<file path="src/rtl/register_read_ctrl_if.sv">
// Read request / read data handshake bundle for register_read_ctrl.
// master: requester and consumer side; slave: the read controller.
interface register_read_ctrl_if #(
  parameter int DATA_WIDTH = 32,
  parameter int ADDR_WIDTH = 4
);
  logic                  rd_req;
  logic [ADDR_WIDTH-1:0] rd_address;
  logic                  rd_ready;
  logic [DATA_WIDTH-1:0] bus_data_out;
  logic                  bus_out_valid;
  logic                  bus_ack;

  modport master (
    output rd_req,
    output rd_address,
    input  rd_ready,
    input  bus_data_out,
    input  bus_out_valid,
    output bus_ack
  );

  modport slave (
    input  rd_req,
    input  rd_address,
    output rd_ready,
    output bus_data_out,
    output bus_out_valid,
    input  bus_ack
  );
endinterface

</file>
<file path="src/rtl/register_read_ctrl.sv">
// Single-register read port for register_file, with same-cycle write forwarding.
// Ports: clk, clr (sync high), bus (read handshake), regs_in, wr_* snoop.
module register_read_ctrl #(
  parameter int DATA_WIDTH = 32,
  parameter int ADDR_WIDTH = 4,
  parameter int NUM_REGS   = 16
) (
  input  logic                           clk,
  input  logic                           clr,
  register_read_ctrl_if.slave            bus,
  input  logic [NUM_REGS*DATA_WIDTH-1:0] regs_in,
  input  logic                           wr_enable,
  input  logic [ADDR_WIDTH-1:0]          wr_address,
  input  logic [DATA_WIDTH-1:0]          bus_data_in
);

  typedef enum logic [1:0] {
    IDLE,
    READ,
    HOLD
  } state_t;

  state_t                state_q;
  logic [ADDR_WIDTH-1:0] addr_q;
  logic [DATA_WIDTH-1:0] data_q;
  logic                  valid_q;

  logic [DATA_WIDTH-1:0] regs_arr [NUM_REGS];
  logic [DATA_WIDTH-1:0] rd_data;
  logic                  fwd_hit;
  logic                  ready;
  logic                  accept;

  for (genvar i = 0; i < NUM_REGS; i++) begin : g_unpack
    assign regs_arr[i] = regs_in[i*DATA_WIDTH +: DATA_WIDTH];
  end

  assign ready = !clr &&
                 ((state_q == IDLE) ||
                  (state_q == HOLD && bus.bus_ack));
  assign accept = bus.rd_req && ready;

  // register_file commits on the same edge we sample, so
  // regs_in is stale for a write to the captured address.
  assign fwd_hit = wr_enable && (wr_address == addr_q);
  assign rd_data = fwd_hit ? bus_data_in : regs_arr[addr_q];

  assign bus.rd_ready      = ready;
  assign bus.bus_data_out  = data_q;
  assign bus.bus_out_valid = valid_q;

  always_ff @(posedge clk) begin
    if (clr) begin
      state_q <= IDLE;
      addr_q  <= '0;
      data_q  <= '0;
      valid_q <= 1'b0;
    end else begin
      unique case (state_q)
        IDLE: begin
          if (accept) begin
            addr_q  <= bus.rd_address;
            state_q <= READ;
          end
        end
        READ: begin
          data_q  <= rd_data;
          valid_q <= 1'b1;
          state_q <= HOLD;
        end
        HOLD: begin
          if (bus.bus_ack) begin
            valid_q <= 1'b0;
            if (accept) begin
              addr_q  <= bus.rd_address;
              state_q <= READ;
            end else begin
              state_q <= IDLE;
            end
          end
        end
        default: state_q <= IDLE;
      endcase
    end
  end

endmodule

</file>
<file path="src/flat_wrapper.sv">
// flat-port wrapper written by rule: the top's interface ports become plain ports
module register_read_ctrl_flat 
#(
  parameter int DATA_WIDTH = 32,
  parameter int ADDR_WIDTH = 4,
  parameter int NUM_REGS   = 16
)
  (clk, clr, regs_in, wr_enable, wr_address, bus_data_in, bus_rd_req, bus_rd_address, bus_rd_ready, bus_bus_data_out, bus_bus_out_valid, bus_bus_ack);
  register_read_ctrl_if #(.DATA_WIDTH(DATA_WIDTH), .ADDR_WIDTH(ADDR_WIDTH)) bus_i ();
  input  logic clk;
  input  logic clr;
  input  logic [NUM_REGS*DATA_WIDTH-1:0] regs_in;
  input  logic wr_enable;
  input  logic [ADDR_WIDTH-1:0] wr_address;
  input  logic [DATA_WIDTH-1:0] bus_data_in;
  input wire logic [$bits(bus_i.rd_req)-1:0] bus_rd_req;
  input wire logic [$bits(bus_i.rd_address)-1:0] bus_rd_address;
  output wire logic [$bits(bus_i.rd_ready)-1:0] bus_rd_ready;
  output wire logic [$bits(bus_i.bus_data_out)-1:0] bus_bus_data_out;
  output wire logic [$bits(bus_i.bus_out_valid)-1:0] bus_bus_out_valid;
  input wire logic [$bits(bus_i.bus_ack)-1:0] bus_bus_ack;
  assign bus_i.rd_req = bus_rd_req;
  assign bus_i.rd_address = bus_rd_address;
  assign bus_rd_ready = bus_i.rd_ready;
  assign bus_bus_data_out = bus_i.bus_data_out;
  assign bus_bus_out_valid = bus_i.bus_out_valid;
  assign bus_i.bus_ack = bus_bus_ack;
  register_read_ctrl #(.DATA_WIDTH(DATA_WIDTH), .ADDR_WIDTH(ADDR_WIDTH), .NUM_REGS(NUM_REGS)) u_core (.clk(clk), .clr(clr), .bus(bus_i), .regs_in(regs_in), .wr_enable(wr_enable), .wr_address(wr_address), .bus_data_in(bus_data_in));
endmodule
</file>
<file path="config.mk">
export PLATFORM = sky130hd
export DESIGN_NAME = register_read_ctrl_flat
export DESIGN_NICKNAME = d
export VERILOG_FILES = /design/src/rtl/register_read_ctrl_if.sv /design/src/rtl/register_read_ctrl.sv /design/src/flat_wrapper.sv
export SDC_FILE = /design/constraint.sdc
export NUM_CORES = 1
export LEC_CHECK = 0
export CORE_AREA = 2 2 233 235
export DETAILED_ROUTE_END_ITERATION = 8
export DIE_AREA = 0 0 235 237
export GPL_TIMING_DRIVEN = 1
export SLEW_MARGIN = 25
export SYNTH_ARGS = -nofsm -noshare
export SYNTH_HDL_FRONTEND = slang
export SYNTH_SLANG_ARGS = --single-unit
</file>
<file path="constraint.sdc">
create_clock -name clk -period 2.7 [get_ports clk]
set_clock_uncertainty 0.15 [all_clocks]
set_input_delay 0.675 -clock clk [delete_from_list [all_inputs] [get_ports clk]]
set_output_delay 0.675 -clock clk [all_outputs]
set_load 0.03 [all_outputs]
</file>
# Word-level counts from Yosys, hierarchy flattened
# Index checks and enable logic that the tools add are counted.
[word_totals] romBits=0 latchBits=0 register_bits=39 ram_bits=0 elab_cells=36 input_bits=557 out_inout_bits=34 mem_count=0
[classes] reduce_logical=12 n_eq_ne=5 order_cmp=1 shifts=0 n_bitwise=1 addsub=0 div_mod_pow=0 n_mul=0 muxes=13
[ops] cell="$bmux 32 s4" count=1
[ops] cell="$mux 32" count=3
[ops] cell="$mux 4" count=2
[ops] cell="$pmux 4 s2" count=1
[ops] cell="$pmux 2 s3" count=1
[ops] cell="$reduce_and 2->1" count=3
[ops] cell="$ge 5x5->1 const B" count=1
[ops] cell="$not 4->5" count=1
[ops] cell="$eq 4x4->1" count=1
[ops] cell="$logic_and 1x1->1" count=4
[ops] cell="$mux 2" count=2
[ops] cell="$reduce_bool 2->1" count=2
[ops] cell="$eq 2x1->1 const B" count=1
[ops] cell="$eq 2x2->1 const B" count=1
[ops] cell="$logic_not 2->1" count=1
[ops] cell="$mux 1" count=2
[ops] cell="$ne 2x1->1 const B" count=1
[ops] cell="$ne 2x2->1 const B" count=1
[ops] cell="$pmux 1 s2" count=1
[ops] cell="$logic_not 1->1" count=1
[ops] cell="$logic_or 1x1->1" count=1

# Logic depth before layout (Yosys ltp)
[logic_depth] depth_word=8 depth_mapped=8 depth_no_buf=4

# Worst setup path after synthesis
# OpenSTA, ideal clock, no wires.
[synth_path] path_type="input to output" from="in clr" to="out bus_rd_ready" path_buffers=2 setup_slack_ps=106 required_ps=1875 cell_stages=3 arrival_ps=1769 path_cell_list="clkbuf_1 buf_1 nor3_1"
[synth_via] elab_chain_cells=2
[synth_lines] element="start: declaration" line_no="flat_wrapper.sv:11" source="input logic clr;"
[synth_lines] element="$logic_not 1->1" line_no="register_read_ctrl.sv:38" source="assign ready = !clr &&"
[synth_lines] element="$logic_and 1x1->1" line_no="register_read_ctrl.sv:38"
[synth_lines] element="end: declaration" line_no="flat_wrapper.sv:18" source="output wire logic [$bits(bus_i.rd_ready)-1:0] bus_rd_ready;"
# No other way between the ends.

# Worst setup path after layout
[layout_path] from="in bus_bus_ack" to="out bus_rd_ready"
[layout_via] elab_chain_cells=3
[layout_lines] element="start: declaration" line_no="flat_wrapper.sv:21" source="input wire logic [$bits(bus_i.bus_ack)-1:0] bus_bus_ack;"
[layout_lines] element="$logic_and 1x1->1" line_no="register_read_ctrl.sv:40" source="(state_q == HOLD && bus.bus_ack));"
[layout_lines] element="$logic_or 1x1->1" line_no="register_read_ctrl.sv:39" source="((state_q == IDLE) ||"
[layout_lines] element="$logic_and 1x1->1" line_no="register_read_ctrl.sv:38"
# No other way between the ends.

==> impl_metrics.toml <==
[power]
p_total_uw = 3291
p_leak_uw = 0.004296
p_per_area_nw_per_um2 = 251.8
ir_drop_mv = 0.2233

[logic_synthesis]
syn_area_per_cell_um2 = 10.30
syn_area_um2 = 6141
seq_area_frac_synth_pct = 12.71
netlist-cell-type-count = 33
synthCells = 596
ys_ff_latch = 39
syn_nets = 1153
yosys_warnings = 0

[route]
wl_um = 41640
first_pass_iters = 6
first_iter_violations = 295
drc = 0
vias = 7669
detail_route.wl_per_cell_um = 22.47
routed_via_density = 4.139
antenna_left = 0

[clocking]
clk_pin_slew_worst_paths_ns = 0.07
cts.repair.resized = 0
clock_latency_ns = 0.33
post_cts_buffers = 0
h-tree-depth = 2
numCtsBuffers = 5
clock_path_buffers = 2
cts_tree = "built"
cts_sinks = 39
cts_hold_buf = 0
cts_root_buf = "clkbuf_16"

[critical_path]
reg2reg_from = "u_core.addr_q[0]"
crit_start = "bus_bus_ack"
r2r_cells = 5
end_kind = "primary output"
r2r_slack_ns = 0.34
crit_buf_inv = 2
cp_max_fo = 3
worst_path_dominant_cell_family = "buffers and inverters"
critical_path.cell_chain = "clkdlybuf4s50_1 > nor2b_1 > nor3_1 > buf_4"
crit_required_ns = 1.88
cp.arrival_ns = 1.63
cp-endpoint = "bus_rd_ready"
start_kind = "input port"
slowest_delay_ns = 0.51
r2r-end = "u_core.bus.bus_data_out[30]"
critical_path_class = "input port to primary output"
cp_slowest_cell = "clkdlybuf4s50_1"
cp.depth = 4

[floorplan]
top_level_ports = 591
rows = 85
coreArea_um2 = 53280
dieArea_um2 = 55700
initial_core_util_pct = 11.53
fp.dieW_um = 235
die_y_um = 237

[grt]
grt_max_degree = 63
grt.overflow.total = 0
track_usage_pct = 14.51
grt_pass1_wl_um = 58100
first_global_vias = 8304
antenna_found_initial = 6

[finish]
area_growth_pct = 112.9
n_antenna_cell = 0
nets = 1713
fillCellCount = 5662
drive_above_1_share_pct = 13.83

[worst_hold_path]
min_path_type = "flop to flop"

[sta]
setup_ws_ns = 0.2488
timing.hold.ws_ns = 0.3018
final.min_clock_period_ns = 2.451
slew_violations = 0
rsz0062_at_grt = "no"
tightest_slew_ns = 0.5417
finalSetupViolCount = 0
fin_crit_sh_pct = 90.78
timing.setup.tns_ns = 0
max_slew_margin_pct = 63.88
finalHoldViolations = 0
max_freq_mhz = 408.0

[run]
cap_violations = 0

[placement]
place_ws_ns = 0.1476
gp_congestion = 0.8316
io_buffers = 590
dp_hpwl_um = 35130

[run_status]
status = "finished, final reports clean"
## worst min path at each step
stage	cells after the start	endpoint	from	slack [ns]
global placement	1	u_core.bus.bus_out_valid	u_core.state_q[1]	0.30
CTS	1	u_core.bus.bus_out_valid	u_core.state_q[1]	0.30
finish	1	u_core.bus.bus_out_valid	u_core.state_q[1]	0.30
detailed placement	1	u_core.bus.bus_out_valid	u_core.state_q[1]	0.29
global route	1	u_core.bus.bus_out_valid	u_core.state_q[1]	0.33
floorplan	1	u_core.bus.bus_out_valid	u_core.state_q[1]	0.27
## through the flow
step | utilization (%) | std cells | area (um^2)
after detailed placement | 24.26 | 1845 | 12930
after CTS | 24.53 | 1853 | 13070
final | 24.53 | 1853 | 13070
after global placement | 24.26 | 1845 | 12930
after floorplan | - | 596 | 6141
after global routing | 24.53 | 1853 | 13070
## placed cells by master (no fill, tap or decap), types with 5 or more instances in the layout
master,instances
a21oi_1,33
a31oi_1,32
mux2i_1,68
nand3_1,9
clkdlybuf4s50_1,588
dfxtp_1,36
mux4_1,36
clkbuf_16,5
nand2_1,50
o31ai_1,23
o21ai_0,13
or2_2,23
o41ai_1,9
mux4_2,60
a21o_1,9
nor2_1,5
buf_4,25
a221oi_1,23
a2bb2oi_1,9
buf_12,10
inv_1,34
mux2_2,23
o21ai_1,11
## per-layer routing
layer	global-route usage (%)	part of all wire [%]	up-vias
li1	-	-	3542
met1	16.57	39	3655
met4	3.165	1.7	6
met3	3.999	7.3	36
met5	0	0.096	-
met2	26.76	51	430
## power breakdown
group	switching (uW)	total, uW	internal, uW
Combinational	711	1930	1220
Sequential	41.2	659	617
Clock	354	698	344
Total	1110	3290	2190
## synthesized netlist by cell type
cell type | instances | share of area [%]
o31ai_1 | 23 | 2.8
a211oi_1 | 1 | 0.12
a21oi_1 | 33 | 2.7
or4b_1 | 1 | 0.16
nand2b_1 | 2 | 0.20
o21ba_2 | 1 | 0.16
inv_1 | 34 | 2.1
o21ai_0 | 13 | 1.1
nand3_1 | 10 | 0.82
nor2b_1 | 2 | 0.20
a221oi_1 | 23 | 3.3
buf_1 | 4 | 0.24
buf_8 | 1 | 0.24
buf_2 | 16 | 1.3
buf_6 | 10 | 1.8
nor3_1 | 1 | 0.081
mux4_2 | 60 | 22
o41ai_1 | 9 | 1.3
inv_2 | 1 | 0.061
clkbuf_1 | 31 | 1.9
a21o_1 | 9 | 1.1
nor2_1 | 6 | 0.37
mux2_2 | 23 | 4.2
a31oi_1 | 32 | 3.3
buf_4 | 9 | 1.1
mux4_1 | 36 | 15
nand2_1 | 51 | 3.1
xnor2_1 | 4 | 0.57
or2_2 | 23 | 2.3
dfxtp_1 | 39 | 13
mux2i_1 | 68 | 11
o21ai_1 | 11 | 0.90
a2bb2oi_1 | 9 | 1.3
## worst reg2reg max path, stage by stage (launching register included)
cell and delay [ns]:
dfxtp_4 0.55, buf_12 0.31, mux4_1 0.67, mux2_2 0.29
nand2_1 0.16, a31oi_1 0.10
## cells by family after synthesis
| family | synth area share (%) |
|---|---|
| AOI/OAI and AO/OA | 17.95 |
| and+or+nand+nor | 7.294 |
| muxes | 52.71 |
| xor gates and xnor gates | 0.5704 |
| buffers and inverters | 8.761 |
| DFF | 12.71 |
## state kept, by name (all words and copies together), names as in the netlist
register                  cells
u_core.bus.bus_data_out      32
u_core.addr_q                 4
u_core.state_q                2
u_core.bus.bus_out_valid      1
## area by class of cell
class                      instances  area (um^2)  share of cell area [%]
multi-input combinational        451         4852                   37.12
sequential                        39        792.0                   6.059
clock inverter                     3        20.02                  0.1532
inverter                          35        132.6                   1.015
timing repair buffer             624         6279                   48.03
clock buffer                       5        125.1                  0.9572
tap                              696        870.8                   6.662
Power figures use the tool's default switching activity.
